## config.mk

```make
export PLATFORM = sky130hd
export DESIGN_NAME = addr_latch_bank
export DESIGN_NICKNAME = d
export VERILOG_FILES = /design/src/rtl/addr_latch_bank.sv
export SDC_FILE = /design/constraint.sdc
export NUM_CORES = 1
export LEC_CHECK = 0
export BUFFER_PORTS_ARGS = -buffer_cell sky130_fd_sc_hd__buf_2
export CAP_MARGIN = 20
export CORE_MARGIN = 4
export CORE_UTILIZATION = 51
export DETAILED_ROUTE_END_ITERATION = 6
export PLACE_DENSITY_LB_ADDON = 0.12
export SLEW_MARGIN = 30
export SYNTH_ARGS = -nofsm -noshare
export SYNTH_HDL_FRONTEND = slang
export SYNTH_SLANG_ARGS = --single-unit
```

## constraint.sdc

```tcl
create_clock -name clk -period 1.3 [get_ports clk]
set_input_delay 0.13 -clock clk [delete_from_list [all_inputs] [get_ports clk]]
set_output_delay 0.13 -clock clk [all_outputs]
set_load 0.02 [all_outputs]
```

## src/rtl/addr_latch_bank.sv

```systemverilog
// -----------------------------------------------------------------------------
// addr_latch_bank
//
// Bank of N individually addressable control bits written through a
// mode/address/data command port. Each command updates the selected bit:
// LATCH stores d, DEMUX clears every bit except the selected one, TOGGLE
// inverts it, and PULSE sets it high for PULSE_LEN cycles.
//
// Optional feature: define ADDR_LATCH_PULSE_EN to build the per-bit pulse
// timers. Without it no timers exist and PULSE behaves exactly like LATCH.
//
// Parameters:
//   N          number of output bits (2..64)
//   PULSE_LEN  cycles a pulse-mode bit stays high (>= 1)
//
// Ports:
//   clk   in   system clock, rising edge
//   rst   in   asynchronous active-high reset
//   en    in   command strobe
//   clr   in   synchronous clear of all bits and timers (beats en)
//   mode  in   2-bit command: 00 LATCH, 01 DEMUX, 10 PULSE, 11 TOGGLE
//   addr  in   bit select, AW bits wide
//   d     in   write data
//   q     out  N latched control bits (registered)
//   err   out  one-cycle flag after a write to an address >= N
// -----------------------------------------------------------------------------
module addr_latch_bank #(
  parameter  int N         = 8,
  parameter  int PULSE_LEN = 4,
  localparam int AW        = (N > 2) ? $clog2(N) : 1
) (
  input  logic          clk,
  input  logic          rst,
  input  logic          en,
  input  logic          clr,
  input  logic [1:0]    mode,
  input  logic [AW-1:0] addr,
  input  logic          d,
  output logic [N-1:0]  q,
  output logic          err
);

  typedef enum logic [1:0] {
    MODE_LATCH  = 2'b00,
    MODE_DEMUX  = 2'b01,
    MODE_PULSE  = 2'b10,
    MODE_TOGGLE = 2'b11
  } mode_e;

  if (N < 2 || N > 64 || PULSE_LEN < 1) begin : g_param_check
    $error("addr_latch_bank: N must be 2..64 and PULSE_LEN >= 1");
  end

  mode_e        cmd;
  logic [N-1:0] sel;
  logic         in_range;
  logic [N-1:0] q_q, q_d;
  logic         err_q, err_d;

  assign cmd = mode_e'(mode);

  // One-hot decode of addr. An address with no matching bit is out of range,
  // which can only happen when N is not a power of two.
  always_comb begin
    sel = '0;
    for (int i = 0; i < N; i++) begin
      sel[i] = (addr == AW'(i));
    end
  end

  assign in_range = |sel;

`ifdef ADDR_LATCH_PULSE_EN
  localparam int            TW         = $clog2(PULSE_LEN + 1);
  localparam logic [TW-1:0] TIMER_LOAD = TW'(PULSE_LEN);

  logic [TW-1:0] timer_q [N];
  logic [TW-1:0] timer_d [N];
  logic [N-1:0]  expire;

  always_comb begin
    for (int i = 0; i < N; i++) begin
      expire[i] = (timer_q[i] == TW'(1));
    end
  end
`endif

  // Layered next-state: timer expiry first, then the command overrides the
  // selected bit(s), then clr overrides everything. Later assignments win,
  // which gives the required priority clr > command > expiry.
  always_comb begin
    // NOTE: every combinational output gets a default before any branch so
    // no path leaves it unassigned, which would otherwise infer a latch.
    q_d   = q_q;
    err_d = 1'b0;
`ifdef ADDR_LATCH_PULSE_EN
    for (int i = 0; i < N; i++) begin
      timer_d[i] = timer_q[i];
      if (timer_q[i] != '0) begin
        timer_d[i] = timer_q[i] - TW'(1);
      end
    end
    q_d = q_q & ~expire;
`endif

    if (clr) begin
      q_d = '0;
`ifdef ADDR_LATCH_PULSE_EN
      for (int i = 0; i < N; i++) begin
        timer_d[i] = '0;
      end
`endif
    end else if (en) begin
      if (!in_range) begin
        err_d = 1'b1;
      end else begin
        case (cmd)
          MODE_DEMUX:  q_d = sel & {N{d}};
          MODE_TOGGLE: q_d = (q_d & ~sel) | (~q_q & sel);
          default:     q_d = (q_d & ~sel) | (sel & {N{d}});
        endcase
`ifdef ADDR_LATCH_PULSE_EN
        // Any command cancels the timer of the bit it touches (DEMUX touches
        // all of them); a PULSE with d=1 then reloads to the full length.
        for (int i = 0; i < N; i++) begin
          if (cmd == MODE_DEMUX || sel[i]) begin
            timer_d[i] = '0;
          end
          if (cmd == MODE_PULSE && sel[i] && d) begin
            timer_d[i] = TIMER_LOAD;
          end
        end
`endif
      end
    end
  end

  // NOTE: state registers use non-blocking assignments so every flop samples
  // the pre-edge value of its neighbours regardless of statement order.
  always_ff @(posedge clk or posedge rst) begin
    if (rst) begin
      q_q   <= '0;
      err_q <= 1'b0;
    end else begin
      q_q   <= q_d;
      err_q <= err_d;
    end
  end

`ifdef ADDR_LATCH_PULSE_EN
  // NOTE: the timer array is reset even though it is array-shaped; a stale
  // count surviving reset would clear a bit some cycles after release.
  always_ff @(posedge clk or posedge rst) begin
    if (rst) begin
      for (int i = 0; i < N; i++) begin
        timer_q[i] <= '0;
      end
    end else begin
      for (int i = 0; i < N; i++) begin
        timer_q[i] <= timer_d[i];
      end
    end
  end
`endif

  assign q   = q_q;
  assign err = err_q;

endmodule

```

== After elaboration in Yosys (flattened, before gate mapping) ==
Index checks and enable logic that the tools add are counted.

* Register bits after elaboration: 9
* Input port bits: 10
* Output and inout bits: 9
* Logic and storage cells: 30

* Equal/unequal tests: 9
* Mux-type cells: 7
* Bitwise operators: 7
* Reductions and logical operators: 5

{| class="wikitable"
|+ Operator list
! kind !! number
|-
| $and 8x8->8 || 3
|-
| $mux 8 || 3
|-
| $not 8->8 || 2
|-
| $or 8x8->8 || 2
|-
| $pmux 8 s2 || 1
|-
| $eq 3x3->1 const B || 4
|-
| $reduce_or 8->1 || 1
|-
| $eq 3x2->1 const B || 2
|-
| $reduce_bool 2->1 || 2
|-
| $eq 3x1->1 const B || 1
|-
| $logic_not 3->1 || 1
|-
| $mux 1 || 3
|-
| $eq 2x1->1 const B || 1
|-
| $eq 2x2->1 const B || 1
|-
| $reduce_and 2->1 || 1
|}

== Depth between registers and ports, before layout ==
Gate-level depths: netlist of run 1.

* Depth in word-level cells: 8
* Gate-level depth with buffers: 6
* Mapped depth without buffers: 4

== Worst setup path before layout of run 1 ==
OpenSTA, ideal clock, no wires.

* Path type: register to register
* Start: register q_q[6] (netlist: q[6])
* End: register q_q[6] (netlist: q[6])
* Library setup time: 0.125 ns
* Arrival time: 1.086 ns
* Data required time: 1.175 ns
* Setup slack: 0.089 ns
* Cell stages (with the launch flop): 5
* Path buffers: 0
* Period minus slack after synthesis: 1.211 ns
* Cells stage by stage: dfrtp_1 nand2b_1 a21oi_1 nor3_1 a2111oi_0

* Word-level cells in the longest chain between the ends: 7
* Elaborated cells between the ends (all ways): 9
* Classes of those cells: 4 x mux; 5 x bitwise

{| class="wikitable"
|+ Ends and longest elaborated chain
! element !! line !! RTL
|-
| from (decl) || 57 || <nowiki>logic [N-1:0] q_q, q_d;</nowiki>
|-
| from (signal assigned) || 145 || <nowiki>q_q <= q_d;</nowiki>
|-
| $not 8->8 || 119 || <nowiki>MODE_TOGGLE: q_d = (q_d & ~sel) | (~q_q & sel);</nowiki>
|-
| $and 8x8->8 || 119 ||
|-
| $or 8x8->8 || 119 ||
|-
| $pmux 8 s2 (*) || 117 || <nowiki>case (cmd)</nowiki>
|-
| $mux 8 (*) || 114 || <nowiki>if (!in_range) begin</nowiki>
|-
| $mux 8 (*) || 113 || <nowiki>end else if (en) begin</nowiki>
|-
| $mux 8 (*) || 106 || <nowiki>if (clr) begin</nowiki>
|}

Mark *: on every way between the ends. The rest lies on a longest branch, timed or not. The select of a mux whose other input is x is not followed.
A chain may end at the register's enable or synchronous reset.

== Worst setup path after layout of run 1 ==
Same ends and word-level chain as after synthesis.

==> results.md, run 1 <==
- CP max stage cell: dfrtp_1
- Post-Syn Instances: 104
- Nets: 138
- GRT Max-Usage Layer: met2
- Final hold vios: 0
- Via density: 6.04
- Total grt overflow: 0
- Die Ht: 46.5 um
- Share of layout cells above drive strength 1: 26.0%
- Setup Fix Bufs, Post-CTS: 0
- Hold endpoint: q[1]
- Worst IR Drop VDD: 0.508 mV
- Starting Density: 56.1%
- DRT antenna net count: 0
- Die footprint: 2160 um2
- Worst Path Arrival: 1350 ps
- DR pass1 iterations: 4
- Post-synthesis sequential area ratio: 29.8%
- Synth-to-Final Area Change: 23.0%
- Static leakage: 0.429 nW
- Yosys cell types: 36
- Post-place setup slack: -78.9 ps
- Most frequent cells in the layout: 18 x buf_2, 12 x nor2_1, 11 x nand2_1
- Antenna violations before repair: 0
- CP cell instances: nand2b_1 > a21oi_1 > nor3_1 > a2111oi_2
- Rows: 13
- Clock Latency Late Sink: 260 ps
- Max Clock Freq: 0.847 GHz
- Worst flop-to-flop path startpoint: q[6]
- Reg clk slew, reported paths: 80 ps
- GPL Wtd Cong: 0.825
- GRT Total Usage: 22.3%
- Mean Syn Cell Area: 7.28 um2
- DR WL/cell: 14.7 um
- N_diodes: 0
- HP Start: en
- First-pass GRT wire length: 3370 um
- CP Capture Type: flop
- Power Total: 758 uW
- Max stage delay on crit path: 420 ps
- Final period util: 90.8%
- Worst R2R Path Depth: 4
- Clock Tree Buf Depth: 2
- Crit Reg-Reg Endpoint: q[6]
- Register area: 225 um2
- FF+latch count, synth: 9
- DR vias: 857
- Syn_nets: 114
- Critical Path RT: 1470 ps
- Power density over cell area: 814 nW/um2
- Final WS setup: 120 ps
- Vias in the first global route: 776
- Yosys warns: 0
- Layout Skew: 0 ps
- Min Hold Slack: 173 ps
- Number of H-tree levels: 1
- RSZ-0062 raised after global routing: no
- Max Cap Violations: 0
- DRC Markers: 0
- Final core utilization: 69.0%
- Ports: 19
- Hold crit path type: in2reg
- Wire length reported by the detailed router: 2090 um
- R2r setup slk: 120 ps
- Maximum fanout along the worst path: 4
- Status: completed
- Total core area: 1350 um2
- Grt met1 use: 27.6%
- Iter 0 DRT Violations: 58
- Hold Path Depth: 3
- Buffers added on ports: 18
- CTS sink cnt: 9
- Pin count of the biggest net entering global routing: 12
- Multi-input gate area: 474 um2
- Clock tree from TritonCTS: built
- Fin crit period: 1180 ps
- Critical path class: reg2reg
- Crit start category: flop
- Die width: 46.5 um
- Pins Over Slew Limit: 0
- Most common cell after layout, fill and taps aside: buf_2
- Routing usage on met2: 36.8%
- Root buffer cell: clkbuf_4
- Met3 GRT Util: 5.08%
- TritonCTS buffer count: 3
- Fillers: 121
- DP HPWL: 1540 um
- # setup viols final: 0
- Mapped cell area: 757 um2
cells by family after synthesis:
family | count (synthesis) | synth area share (%)
other | 1 | 0.495
AND/OR/NAND/NOR | 48 | 32.7
flip-flops | 9 | 29.8
AO/OA/AOI/OAI | 32 | 28.6
buffers and inverters | 14 | 8.43
critical path, delay by kind of cell, from the launching register on:
family,cells,cell delay [ps]
compound gates,2,430
flops,1,420
simple gates,2,220
report_power, final:
part           total (mW)  leakage, nW  switching, mW  internal [mW]
Clock               0.234       0.0150          0.116          0.119
Combinational       0.217        0.294          0.129         0.0881
Sequential          0.306        0.120         0.0125          0.294
Total               0.758        0.429          0.257          0.501
through the flow:
stage          TNS, ps  std cells  cell area [um2]
3_3_place_gp         0        137              888
6_report             0        142              931
4_1_cts              0        142              926
3_5_place_dp     -82.4        137              888
5_1_grt              0        142              931
2_1_floorplan        0        104              757
metal layers:
metal | routed length [um] | share of wire (%) | vias to the layer above
met5 | 0 | 0 | -
met4 | 30 | 1.4 | 0
met3 | 196 | 9.4 | 4
met2 | 996 | 48 | 40
met1 | 865 | 41 | 391
li1 | - | - | 422
synth_stat cells:
library cell	instances	share of area (%)
o21a_1	1	0.99
nor3_1	3	2.0
nand2_1	11	5.5
and3_1	1	0.83
nor2_1	12	5.9
nand3b_1	1	0.99
and3b_1	2	2.3
dfrtp_1	9	30
o22ai_1	2	1.7
nand3_1	4	2.6
o31ai_1	1	0.99
buf_2	6	4.0
o211a_1	1	1.3
a21oi_1	9	5.9
nor3b_1	2	2.0
or2_2	1	0.83
a311oi_1	3	3.5
inv_1	5	2.5
a2111oi_2	1	2.0
nor4_1	2	1.7
o21ai_1	2	1.3
a2bb2oi_1	1	1.2
a2111oi_0	1	1.2
o211ai_1	1	0.99
a211oi_1	2	2.0
o21ai_0	5	3.3
a221oi_1	1	1.2
nand4b_1	1	1.2
nand2b_1	4	3.3
nor2b_1	2	1.7
o221ai_1	1	1.2
nand4_1	1	0.83
clkbuf_1	2	0.99
conb_1	1	0.50
buf_4	1	0.99
or3b_1	1	1.2
how the worst max path moves through the flow:
stage                        from    to
final                        q[6]  q[6]
after detailed placement     q[6]  q[6]
after CTS                    q[6]  q[6]
after global routing         q[6]  q[6]
after floorplan              q[6]  q[6]
after global placement    addr[0]  q[4]
area by class of cell:
type,count,share of cell area [%]
tap,15,2.02
timing repair buffer,28,18.0
inverter,5,2.02
clock buffer,4,2.82
sequential,9,24.2
multi-input combinational,81,50.9
sequential cells by signal, indices dropped and copies added (netlist names):
register,flops
err,1
q,8
timing repair:
action | CTS | global route
hold buffers | 1 | 0
endpoints found under the setup margin | 1 | 1
resized for setup | 1 | 1
endpoints found under the hold margin | 9 | 0
(Power assumes the default switching activity.)
==> run 2: changes to the inputs <==
Settings changed: CORE_UTILIZATION 51 to 54, CTS_BUF_LIST set to sky130_fd_sc_hd__clkbuf_8.
==> results.md, run 2 (synthesized netlist as in run 1, its figures left out) <==
- Fillers: 104 (-14%)
- Synth-to-Final Area Change: 24.8%
- R2r setup slk: 120 ps (about the same)
- DRT antenna net count: 0 (unchanged)
- Post-place setup slack: -14.5 ps (+64.4 ps)
- Power Total: 858 uW (+13%)
- Pins Over Slew Limit: 0 (unchanged)
- Max stage delay on crit path: 390 ps (-30 ps)
- Critical Path RT: 1410 ps (-60 ps)
- Clock tree from TritonCTS: built
- Number of H-tree levels: 1 (unchanged)
- Nets: 138 (unchanged)
- Worst flop-to-flop path startpoint: q[6]
- Die width: 45.4 um (-2.3%)
- Max reg flops: 8 (unchanged)
- Antenna violations before repair: 0 (unchanged)
- Final period util: 91.1% (+0.34 points)
- Root buffer cell: clkbuf_8
- Hold Path Depth: 2 (-1)
- Hold endpoint: q[7]
- Hold crit path type: in2reg
- Iter 0 DRT Violations: 32 (-45%)
- Max Cap Violations: 0 (unchanged)
- Power density over cell area: 908 nW/um2 (+12%)
- Register area: 225 um2 (unchanged)
- Die Ht: 45.4 um (-2.3%)
- Crit start category: flop
- Wire length reported by the detailed router: 2150 um (+3.0%)
- Critical Path Start: q[6]
- Layout Skew: 0 ps (unchanged)
- Crit Reg-Reg Endpoint: q[6]
- N_diodes: 0 (unchanged)
- Share of layout cells above drive strength 1: 25.2% (-0.79 points)
- DRC Markers: 0 (unchanged)
- Final Cell Area: 945 um2 (+1.5%)
- Buffers added on ports: 18 (unchanged)
- Final hold vios: 0 (unchanged)
- Maximum fanout along the worst path: 4 (unchanged)
- Setup Fix Bufs, Post-CTS: 0 (unchanged)
- Clock Tree Buf Depth: 2 (unchanged)
- Total grt overflow: 0 (unchanged)
- DR pass1 iterations: 4 (unchanged)
- Static leakage: 0.440 nW (+2.5%)
- CP Capture Type: flop
- Critical path class: reg2reg
- Die footprint: 2060 um2 (-4.6%)
- DR WL/cell: 15.1 um (+3.0%)
- CP cell instances: nand2b_1 > a21oi_1 > nor3_1 > a2111oi_1
- # setup viols final: 0 (unchanged)
- Clock Latency Late Sink: 230 ps (-30 ps)
- DP HPWL: 1500 um (-2.3%)
- Max Clock Freq: 0.844 GHz (-0.37%)
- DR vias: 867 (+1.2%)
- Vias in the first global route: 858 (+11%)
- Worst IR Drop VDD: 0.535 mV (+5.3%)
- RSZ-0062 raised after global routing: no
- Most frequent cells in the layout: 18 x buf_2, 12 x nor2_1, 11 x nand2_1
- Worst R2R Path Depth: 4 (unchanged)
- First-pass GRT wire length: 3730 um (+11%)
- Status: completed
- Rows: 13 (unchanged)
- Min Hold Slack: 165 ps (-7.62 ps)
- Total core area: 1320 um2 (-2.4%)
- Worst Path Arrival: 1300 ps (-50 ps)
- Final WS setup: 116 ps (-4.39 ps)
- CTS sink cnt: 9 (unchanged)
- Reg clk slew, reported paths: 50 ps (-30 ps)
- Area of placed instances: 888 um2 (unchanged)
- Multi-input gate area: 469 um2 (-1.1%)
- Starting Density: 57.5% (+1.4 points)
- GPL Wtd Cong: 0.814 (-1.3%)
- Pin count of the biggest net entering global routing: 11 (-1)
- GRT Total Usage: 25.1% (+2.8 points)
- TritonCTS buffer count: 3 (unchanged)
- HP Start: clr
- Fin crit period: 1180 ps (+4.39 ps)
- Ports: 19 (unchanged)
- CP max stage cell: dfrtp_1
- Via density: 6.11 (+1.2%)
- Most common cell after layout, fill and taps aside: buf_2
-- run 2: metal layers --
layer / share of wire (%) / global-route usage, % / up-vias
met4: 2.6 / 12.3 / 0
met3: 6.3 / 3.95 / 11
met2: 49 / 41.5 / 42
li1: - / - / 423
met5: 0 / 0 / -
met1: 42 / 31.4 / 391
-- run 2: per-stage QoR --
step                std cells  setup TNS, ps  util [%]
floorplan                 104              0         -
finish                    142              0      71.7
global placement          137              0      67.4
detailed placement        137          -14.5      67.4
CTS                       142              0      71.6
global route              142              0      71.7
-- run 2: timing repair --
action                     CTS  global route
hold endpoints to repair     9             0
hold buffers                 1             0
setup endpoints to repair    0             1
resized for setup            0             1
-- run 2: power by group --
part / internal [mW] / total [mW] / switching (mW)
clock: 0.207 / 0.333 / 0.126
sequential: 0.295 / 0.307 / 0.0123
combinational: 0.0879 / 0.218 / 0.130
total: 0.590 / 0.858 / 0.268
-- run 2: worst max-delay path, delay by kind of cell (launching register included) --
family           cells  cell delay (ps)
flip-flops           1              390
AO/OA/AOI/OAI        2              460
AND/OR/NAND/NOR      2              210
-- run 2: worst max-delay path by stage --
stage          endpoint  cells after the start
3_5_place_dp       q[4]                      5
3_3_place_gp       q[1]                      5
2_1_floorplan      q[6]                      4
5_1_grt            q[6]                      4
4_1_cts            q[6]                      4
6_report           q[6]                      4
-- run 2: area by class of cell --
type	instances	share of cell area, %
timing repair buffer	28	17.7
sequential	9	23.8
multi-input combinational	81	49.7
clock inverter	1	0.397
tap	15	1.99
inverter	5	1.99
clock buffer	3	4.37
==> run 3: changes to the inputs <==
Settings changed: SETUP_SLACK_MARGIN set to 0.4.
==> results.md, run 3 (synthesized netlist as in run 1, its figures left out) <==
- Ports: 19 (unchanged)
- Critical path class: reg2reg
- Crit path depth: 4 (unchanged)
- Final period util: 90.7% (-0.46 points)
- Fin crit period: 1180 ps (-6.00 ps)
- TritonCTS buffer count: 3 (unchanged)
- DR vias: 1028 (+19%)
- Pin count of the biggest net entering global routing: 10 (-1)
- Reg clk slew, reported paths: 50 ps (about the same)
- CP Capture Type: flop
- Static leakage: 0.521 nW (+18%)
- CTS sink cnt: 9 (unchanged)
- Clock Tree Buf Depth: 2 (unchanged)
- Buffers added on ports: 18 (unchanged)
- Total core area: 1320 um2 (unchanged)
- Total negative setup slack: 0 ps (unchanged)
- Root buffer cell: clkbuf_8
- Rows: 13 (unchanged)
- Via density: 6.76 (+11%)
- Area of placed instances: 927 um2 (+4.4%)
- CP cell instances: nand2b_4 > a21oi_2 > nor3_1 > a2111oi_2
- Vias in the first global route: 835 (-2.7%)
- Die Ht: 45.4 um (unchanged)
- RSZ-0062 raised after global routing: yes
- Max Clock Freq: 0.849 GHz (+0.51%)
- Synth-to-Final Area Change: 59.5%
- Die width: 45.4 um (unchanged)
- Final Cell Area: 1210 um2 (+28%)
- Starting Density: 57.5% (unchanged)
- Max stage delay on crit path: 410 ps (+20 ps)
- Final hold vios: 0 (unchanged)
- Hold crit path type: in2reg
- Finished Layout Cells: 152 (+7.0%)
- DRT antenna net count: 0 (unchanged)
- Pins Over Slew Limit: 0 (unchanged)
- Antenna violations before repair: 0 (unchanged)
- Share of layout cells above drive strength 1: 50.4% (+25 points)
- Power density over cell area: 800 nW/um2 (-12%)
- Crit start category: flop
- Worst IR Drop VDD: 0.884 mV (+65%)
- Final core utilization: 91.6% (+20 points)
- Nets: 148 (+7.2%)
- Total grt overflow: 0 (unchanged)
- DR WL/cell: 19.3 um (+27%)
- DRC Markers: 0 (unchanged)
- Max Cap Violations: 0 (unchanged)
- Most common cell after layout, fill and taps aside: buf_4
- Multi-input gate area: 577 um2 (+23%)
- First-pass GRT wire length: 3960 um (+6.1%)
- Max reg flops: 8 (unchanged)
- DP HPWL: 1610 um (+6.8%)
- CP max stage cell: dfrtp_2
- Wire length reported by the detailed router: 2930 um (+36%)
- Min Hold Slack: 177 ps (+11.9 ps)
- DR pass1 iterations: 4 (unchanged)
- Clock tree from TritonCTS: built
- # setup viols final: 0 (unchanged)
- Layout Skew: 0 ps (unchanged)
- Most frequent cells in the layout: 14 x buf_4, 13 x buf_6, 12 x nor2_1
- Iter 0 DRT Violations: 116 (+260%)
- Number of H-tree levels: 1 (unchanged)
- Worst R2R Path Depth: 4 (unchanged)
- N_diodes: 0 (unchanged)
- Clock Latency Late Sink: 240 ps (about the same)
- Maximum fanout along the worst path: 2 (-2)
- Worst Path Arrival: 1310 ps (about the same)
- GRT Total Usage: 27.0% (+1.9 points)
- Register area: 231 um2 (+2.8%)
- Die footprint: 2060 um2 (unchanged)
- Status: completed
- Worst path top cell family by delay: compound AO/OA/AOI/OAI gates
- Fillers: 47 (-55%)
- Hold Path Depth: 2 (unchanged)
- GPL Wtd Cong: 0.849 (+4.4%)
- Cells after DPL: 137 (unchanged)
- Buf/Inv on CP: 0 (unchanged)
- Critical Path RT: 1430 ps (+20 ps)
-- run 3: layout make-up --
cell class | instances | area share (%)
tap | 15 | 1.55
sequential | 9 | 19.2
multi-input combinational | 81 | 47.8
clock inverter | 1 | 0.311
timing repair buffer | 38 | 26.2
clock buffer | 3 | 3.42
inverter | 5 | 1.55
-- run 3: worst paths after layout --
kind                       slack (ps)    to  start
max                               120  q[6]   q[6]
min                               180  q[6]    clr
max reg2reg                       120  q[6]   q[6]
min reg2reg                       640  q[1]   q[1]
max in group asynchronous         570  q[5]    rst
min in group asynchronous         430  q[1]    rst
-- run 3: per-layer routing --
metal	global-route usage [%]	part of all wire, %
met1	36.9	36
met3	6.32	13
met2	40.7	45
met5	0	0
met4	11.1	6.3
-- run 3: stage by stage --
| step | power (mW) | worst slack, ps |
|---|---|---|
| after detailed placement | 0.539 | 3.61 |
| after global routing | 1.00 | 75.2 |
| after floorplan | 0.478 | 116 |
| after CTS | 0.911 | 135 |
| final | 0.966 | 122 |
| after global placement | 0.536 | 63.7 |
-- run 3: worst reg2reg max path, cell delays in order, from the launching register on --
cell and delay (ps):
dfrtp_2 410, nand2b_4 150, a21oi_2 120, nor3_1 70, a2111oi_2 330
-- run 3: report_power, final --
part / total (mW) / switching [mW] / leakage [nW] / internal, mW
clock: 0.332 / 0.125 / 0.0269 / 0.207
combinational: 0.323 / 0.177 / 0.382 / 0.146
sequential: 0.310 / 0.0139 / 0.113 / 0.297
total: 0.966 / 0.316 / 0.521 / 0.650
-- run 3: repair_timing --
action	in CTS	in global routing
setup buffers	5	4
gates cloned	0	1
endpoints found under the setup margin	16	16
pin swaps	8	14
hold buffers	1	0
hold endpoints to repair	9	0
gates resized for setup	23	22
